File: src/rtl/lc3b_types.sv
// Shared LC-3b types: memory arbiter state encoding and the captured request record
// that is handed downstream while an access is in flight.
package lc3b_types;

  typedef enum logic [1:0] {
    IDLE,
    BUSY_A,
    BUSY_B
  } arb_state_t;

  typedef struct packed {
    logic        rd;
    logic        wr;
    logic [1:0]  wmask;
    logic [15:0] addr;
    logic [15:0] wdata;
  } mem_req_t;

endpackage

File: src/rtl/arb_req_reg.sv
// Holds the granted request so the downstream access is immune to requester changes.
module arb_req_reg
  import lc3b_types::*;
(
  input  logic     clk,
  input  logic     clear,
  input  logic     load,
  input  mem_req_t d,
  output mem_req_t q
);

  always_ff @(posedge clk) begin
    if (clear) begin
      q <= '0;
    end else if (load) begin
      q <= d;
    end
  end

endmodule

File: src/rtl/mem_port_arbiter.sv
// Shares the single memory port between fetch (A, read-only) and MEM data (B, read/write).
// B has fixed priority; a starvation counter forces A through after STARVE_LIMIT B wins.
module mem_port_arbiter
  import lc3b_types::*;
#(
  parameter int STARVE_LIMIT = 4,
  parameter int CNT_WIDTH    = 16
) (
  input  logic                 clk,
  input  logic                 reset,
  input  logic                 read_a,
  input  logic [15:0]          address_a,
  output logic                 resp_a,
  output logic [15:0]          rdata_a,
  input  logic                 read_b,
  input  logic                 write_b,
  input  logic [1:0]           wmask_b,
  input  logic [15:0]          address_b,
  input  logic [15:0]          wdata_b,
  output logic                 resp_b,
  output logic [15:0]          rdata_b,
  output logic                 mem_read,
  output logic                 mem_write,
  output logic [1:0]           mem_wmask,
  output logic [15:0]          mem_address,
  output logic [15:0]          mem_wdata,
  input  logic                 mem_resp,
  input  logic [15:0]          mem_rdata,
  input  logic                 conflict_count_reset,
  output logic [CNT_WIDTH-1:0] conflict_count
);

  localparam int STARVE_W = ($clog2(STARVE_LIMIT + 1) > 3) ? $clog2(STARVE_LIMIT + 1) : 3;
  localparam logic [STARVE_W-1:0] STARVE_MAX = STARVE_W'(STARVE_LIMIT);

  arb_state_t          state, state_next;
  logic [STARVE_W-1:0] starve_cnt, starve_next;
  mem_req_t            req_d, req_q;
  logic                load;
  logic                req_b;
  logic                busy;
  logic                conflict;

  assign req_b = read_b | write_b;
  assign busy  = (state != IDLE);

  arb_req_reg u_req_reg (
    .clk   (clk),
    .clear (reset),
    .load  (load),
    .d     (req_d),
    .q     (req_q)
  );

  always_ff @(posedge clk) begin
    if (reset) begin
      state          <= IDLE;
      starve_cnt     <= '0;
      conflict_count <= '0;
    end else begin
      state      <= state_next;
      starve_cnt <= starve_next;
      if (conflict_count_reset) begin
        conflict_count <= '0;
      end else if (conflict) begin
        conflict_count <= conflict_count + CNT_WIDTH'(1);
      end
    end
  end

  // A only wins a contested IDLE cycle once B has had STARVE_LIMIT consecutive wins.
  always_comb begin
    state_next  = state;
    starve_next = starve_cnt;
    load        = 1'b0;
    req_d       = '0;
    unique case (state)
      IDLE: begin
        if (read_a && (!req_b || starve_cnt == STARVE_MAX)) begin
          state_next  = BUSY_A;
          starve_next = '0;
          load        = 1'b1;
          req_d.rd    = 1'b1;
          req_d.addr  = address_a;
        end else if (req_b) begin
          state_next  = BUSY_B;
          starve_next = read_a ? starve_cnt + STARVE_W'(1) : '0;
          load        = 1'b1;
          req_d.rd    = read_b & ~write_b;
          req_d.wr    = write_b;
          req_d.wmask = wmask_b;
          req_d.addr  = address_b;
          req_d.wdata = wdata_b;
        end
      end
      BUSY_A, BUSY_B: begin
        if (mem_resp) begin
          state_next = IDLE;
        end
      end
      default: state_next = IDLE;
    endcase
  end

  assign conflict = ((state == BUSY_A) && req_b) ||
                    ((state == BUSY_B) && read_a) ||
                    ((state == IDLE) && read_a && req_b);

  assign mem_read    = busy & req_q.rd;
  assign mem_write   = busy & req_q.wr;
  assign mem_wmask   = busy ? req_q.wmask : 2'b00;
  assign mem_address = busy ? req_q.addr : 16'h0000;
  assign mem_wdata   = busy ? req_q.wdata : 16'h0000;

  // A response coinciding with reset belongs to an aborted access and is swallowed.
  assign resp_a  = (state == BUSY_A) & mem_resp & ~reset;
  assign resp_b  = (state == BUSY_B) & mem_resp & ~reset;
  assign rdata_a = resp_a ? mem_rdata : 16'h0000;
  assign rdata_b = resp_b ? mem_rdata : 16'h0000;

endmodule

File: config.mk
export PLATFORM = sky130hd
export DESIGN_NAME = mem_port_arbiter
export DESIGN_NICKNAME = d
export VERILOG_FILES = /design/src/rtl/lc3b_types.sv /design/src/rtl/arb_req_reg.sv /design/src/rtl/mem_port_arbiter.sv
export SDC_FILE = /design/constraint.sdc
export NUM_CORES = 1
export LEC_CHECK = 0
export CORE_MARGIN = 2
export CORE_UTILIZATION = 30
export CTS_CLUSTER_SIZE = 8
export DETAILED_ROUTE_END_ITERATION = 16
export PLACE_DENSITY = 0.76
export SKIP_LAST_GASP = 1
export SYNTH_ARGS = -nofsm -noshare
export SYNTH_HDL_FRONTEND = slang
export SYNTH_SLANG_ARGS = --single-unit
File: constraint.sdc
create_clock -name clk -period 1.8 [get_ports clk]
set_clock_uncertainty 0.15 [all_clocks]
set_input_delay 0.36 -clock clk [delete_from_list [all_inputs] [get_ports clk]]
set_output_delay 0.36 -clock clk [all_outputs]
set_load 0.01 [all_outputs]
== Word-level counts from Yosys, hierarchy flattened ==
Cells that the tools add are included.
Operators by class
  add/subtract/negate cells: 2
  equality and inequality tests: 5
  muxes and demuxes: 21
  bitwise operators: 10
  reductions and logical operators: 16
Operators by type and width (number)
  2-to-1 mux 16 bit: 6
  2-to-1 mux 36 bit: 2
  adder 16 x 1 -> 16 bit, second input constant: 1
  2-to-1 mux 3 bit: 4
  2-to-1 mux 2 bit: 4
  bitwise AND 1 bit: 7
  logical AND 1 bit: 5
  2-to-1 mux 1 bit: 4
  case mux 2 bit (2 select lines): 1
  AND reduction 2 bit: 2
  nonzero test 2 bit: 2
  OR reduction 2 bit: 2
  adder 3 x 1 -> 3 bit, second input constant: 1
  == test 3 bit, second input constant: 1
  logical OR 1 bit: 3
  != test 3 bit, second input constant: 1
  == test 2 x 1 -> 1 bit, second input constant: 1
  == test 2 bit, second input constant: 1
  logical NOT 2 bit: 1
  != test 2 bit, second input constant: 1
  NOT 1 bit: 2
  logical NOT 1 bit: 1
  OR 1 bit: 1
Word-level totals
  bits in registers: 57
  word-level logic and storage cells: 62

== Logic depth before layout (Yosys ltp) ==
  depth after elaboration: 6
  depth in mapped cells: 8

== Cells and area by module ==
Synthesis repeated with hierarchy kept, for this count alone.
Second synthesis, totals
  cells, all modules: 370
  area, all modules: 3203.1 sq um
Modules (own cells, without submodules)
  mem_port_arbiter: times used 1, cells each 254, area an instance 1896.8 sq um, sequential area each 420.4 sq um
  arb_req_reg: times used 1, cells each 116, area an instance 1306.3 sq um, sequential area each 720.7 sq um

== Worst setup path after synthesis ==
Ideal clock, no wire load.
  path kind: flip-flop to output port
  from: reg state[1]
  to: out rdata_a[10]
  data arrival time: 1.418 ns
  data required time: 1.290 ns
  slack: -0.128 ns
  stages on the path, launching flop included: 7
  buffers on the path: 2
  cell sequence: dfxtp_1 -> inv_1 -> ha_1 -> and3b_1 -> clkbuf_1 -> clkbuf_1 -> and2_1
Between the ends
  word-level cells in the longest chain between the ends: 4
Ends and longest elaborated chain
  start: declaration: line mem_port_arbiter.sv:36  | arb_state_t state, state_next;
  start signal: assignment: line mem_port_arbiter.sv:61  | state <= state_next;
  == test 2 x 1 -> 1 bit: line mem_port_arbiter.sv:116  | assign resp_a = (state == BUSY_A) & mem_resp & ~reset;
  bitwise AND 1 bit (2 in series): line mem_port_arbiter.sv:116
  net resp_a: line mem_port_arbiter.sv:13  | output logic resp_a,
  2-to-1 mux 16 bit: line mem_port_arbiter.sv:118  | assign rdata_a = resp_a ? mem_rdata : 16'h0000;
  end: declaration: line mem_port_arbiter.sv:14  | output logic [15:0] rdata_a,
The timed path passes the listed nets, and every way through them passes these cells.

== Worst setup path in the final report ==
  from: reg state[0]
  to: reg u_req_reg.q[28] (netlist bit)
Between the ends
  word-level cells in the longest chain between the ends: 2
  elaborated cells between the ends (all ways): 3
Ends and longest elaborated chain
  logical NOT 2 bit *: line mem_port_arbiter.sv:77  | unique case (state)
  2-to-1 mux 36 bit / 2-to-1 mux 1 bit (equally long branches): line mem_port_arbiter.sv:77
  end signal: assignment: line arb_req_reg.sv:14  | q <= '0;
  end signal: assignment: line arb_req_reg.sv:16  | q <= d;
  end: declaration: line arb_req_reg.sv:9  | output mem_req_t q
Mark *: on every way between the ends. The rest lies on a longest branch, timed or not.
A chain may end at the register's enable or synchronous reset.

==> impl_metrics.ini <==
[outcome]
run_status = finished with violations
violated_checks = negative setup slack

[sta]
worst-slew-pin-transition_ns = 0.491
grt_setup_unrepaired = true
finalWorstPathRequiredPeriod_ns = 2.05
timing.final.setup_violations = 120
timing.max_slew.rel_slack_pct = 67.3
post-route-worst-setup-slack_ns = -0.252
totalNegativeSetupSlack_ns = -19.05
post-route-period-util_pct = 114
hold_viol = 0
report.final.slew_viol_count = 0
fmax_ghz = 0.487
worst_case_hold_slack_ns = 0.317

[floorplan]
initial_core_util_pct = 30.5
rows = 36
core_box_area_mm2 = 0.00964
die_footprint_mm2 = 0.0106
floorplan_die_height_um = 103
io-pin-count = 159
die_width_um = 103

[route]
dr.pass1.iters = 4
vias_after_detailed_routing = 3464
postRouteAntennaNets = 0
drcViolationCount = 0
route.detailed.wl_per_inst_um = 16.9
initialDrtViolationCount = 105
postRouteWirelength_mm = 11.6
via_per_instance_ratio = 5.02

[synth]
mapped_nets = 432
ys.flop_type = dfxtp_1
yosysSeqAreaShare_pct = 38.8
synth_cell_type_count = 42
synth_edf_count = 0
synthesis.area_per_instance_um2 = 8.33
postSynth.asyncResetShare_pct = 0
seq_cells_post_synth = 57
yosys_warnings = 0
synth_cells = 353
syn-cell-area_mm2 = 0.00294

[min_path]
worstHoldPathType = reg -> reg

[power]
power.density_cell_area_mw_per_mm2 = 680
max-vdd-ir-drop_mv = 0.535
static-leakage-power_uw = 0.00251

[clocking]
cts.clk_slew.worst_paths_ns = 0.07
cts_max_level = 3
cts_buffer_depth = 2
clock_latency_ns = 0.33
clock_tree.root_cell = clkbuf_8
tritoncts_clock_tree = yes
cts_num_sinks = 57
cts_inserted_buffers = 9

[layout]
antenna_cells_inserted = 0
drive_above_1_share_pct = 46.0
layout.core_utilization_pct = 62.5
synthToLayoutAreaGrowth_pct = 105
nNetsFinal = 632

[global_routing]
number_of_antenna_violations_at_the_first_check_in_global_routing = 0
globalRoute.totalOverflow = 0
vias_in_the_first_global_route = 3311
grt_first_pass_wirelength_mm = 16.0
grtUsageTotal_pct = 19.5
grt_start_max_net_pins = 44

[critical_path]
regToRegSetupSlack_ns = -0.25
worst_r2r_endpoint = u_req_reg.q[28]
path_max_fanout = 8
kind_of_end_point_of_the_critical_path = flop
cp.arrival_ns = 2.11
critPathRequiredTime_ns = 1.85
critical_path.startpoint_type = flop
r2r_cells = 9
timing_worst_setup_path_type = reg -> reg
worstSetupEndpoint = u_req_reg.q[28]
crit-reg2reg-launch = state[0]
crit_start = state[0]

[placed_design]
place.gp.congestion = 0.821
portBuffers = 158
place.detailed.hpwl_mm = 7.04

[flow_run]
maxCapViolCount = 0
## cells in the mapped netlist, types with 6 or more instances
cell / count / area, um^2
dfxtp_1: 57 / 1140
nor2_1: 45 / 169
nor2b_1: 37 / 231
and2_1: 34 / 213
a22oi_1: 20 / 150
nor3_1: 17 / 85.1
a21oi_1: 16 / 80.1
a221oi_1: 16 / 140
clkbuf_1: 16 / 60.1
buf_2: 12 / 60.1
nand2_1: 10 / 37.5
o21ai_0: 7 / 35.0
ha_1: 6 / 75.1
o31ai_1: 6 / 45.0
or3_1: 6 / 37.5
or4_1: 6 / 45.0
## worst min-delay path by stage
stage                    start         endpoint  slack (ns)  cells past startpoint
2_1_floorplan  u_req_reg.q[34]  u_req_reg.q[34]        0.28                      2
3_3_place_gp   u_req_reg.q[34]  u_req_reg.q[34]        0.30                      2
3_5_place_dp   u_req_reg.q[34]  u_req_reg.q[34]        0.30                      2
4_1_cts        u_req_reg.q[34]  u_req_reg.q[34]        0.32                      2
5_1_grt        u_req_reg.q[34]  u_req_reg.q[34]        0.34                      2
6_report       u_req_reg.q[34]  u_req_reg.q[34]        0.32                      2
## state kept, by name (all words and copies together), names as in the netlist
| name | count |
|---|---|
| starve_cnt | 3 |
| conflict_count | 16 |
| u_req_reg.q | 36 |
| state | 2 |
## what timing repair did
item | in CTS | in global routing
hold buffers | 0 | 0
pin swaps | 53 | 25
gates resized for setup | 409 | 84
gates cloned | 8 | 4
buffers inserted | 15 | 7
setup endpoints to repair | 137 | 126
## power by group
part / total, uW / internal, uW / switching, uW
combinational: 1480 / 841 / 642
sequential: 1420 / 1360 / 61.7
clock: 1190 / 666 / 526
## final cells by class
| type | count | area, um^2 |
|---|---|---|
| multi-input cells | 262 | 2220 |
| inverters | 5 | 23.8 |
| clock inverters | 5 | 56.3 |
| fillers | 808 | 3610 |
| clock buffers | 10 | 138 |
| flip-flops and latches | 57 | 1160 |
| repair buffers | 218 | 2260 |
| well taps | 133 | 166 |
## cells in the final DEF (no fill, tap or decap), types with 3 or more instances in the layout
cell             instances
or4_1                    4
a22oi_2                 20
ha_1                     3
nor2b_4                 16
dfxtp_4                  3
buf_6                   52
nand4_1                  4
and2_4                  20
clkbuf_8                10
buf_2                   34
nor2b_1                 20
buf_16                   4
nor3_1                  15
and2_1                  14
dlygate4sd2_1           11
o31ai_2                  3
o21ai_0                  3
o21ai_1                  4
dfxtp_2                  6
nor2_1                  44
dfxtp_1                 48
inv_1                    3
a221oi_4                 5
nand3_1                  5
dlymetal6s2s_1           3
a21oi_1                 13
clkbuf_16                3
clkdlybuf4s50_1         73
nand2_1                 10
a221oi_2                11
and3b_2                  3
o31ai_1                  3
buf_12                  12
ha_4                     3
buf_4                   24
or3_1                    6
## metal layers
layer  GRT usage (%)  up-vias  part of all wire [%]
li1                -     1660                     -
met2            36.9      112                    54
met5               0        -                     0
met1            21.1     1681                    39
met4            5.97        0                   1.2
met3            5.15       11                   6.2
## cells by family after synthesis
logic type | Yosys count | share of synthesized area [%]
flops | 57 | 38.8
compound gates | 76 | 18.9
fa+ha+maj | 6 | 2.55
simple gates | 176 | 33.5
buf+inv | 35 | 5.24
xor+xnor | 2 | 0.596
mux | 1 | 0.341
## stage by stage
stage               setup slack, ns  instance area (um^2)  instances  total power, uW
floorplan                   -0.0126                  2970        353             1870
global placement             -0.541                  4910        646             2350
detailed placement           -0.589                  4910        646             2370
CTS                          -0.270                  5550        681             3920
global route                 -0.312                  6020        690             4300
finish                       -0.252                  6020        690             4100
## worst max-delay path: stages (launching register included)
cell,delay [ns]
dfxtp_4,0.38
inv_4,0.05
ha_4,0.18
buf_12,0.14
buf_6,0.11
and3b_2,0.24
buf_12,0.14
buf_16,0.14
a221oi_4,0.29
nor3_1,0.09
No activity file was read; power rests on OpenSTA's default activity.
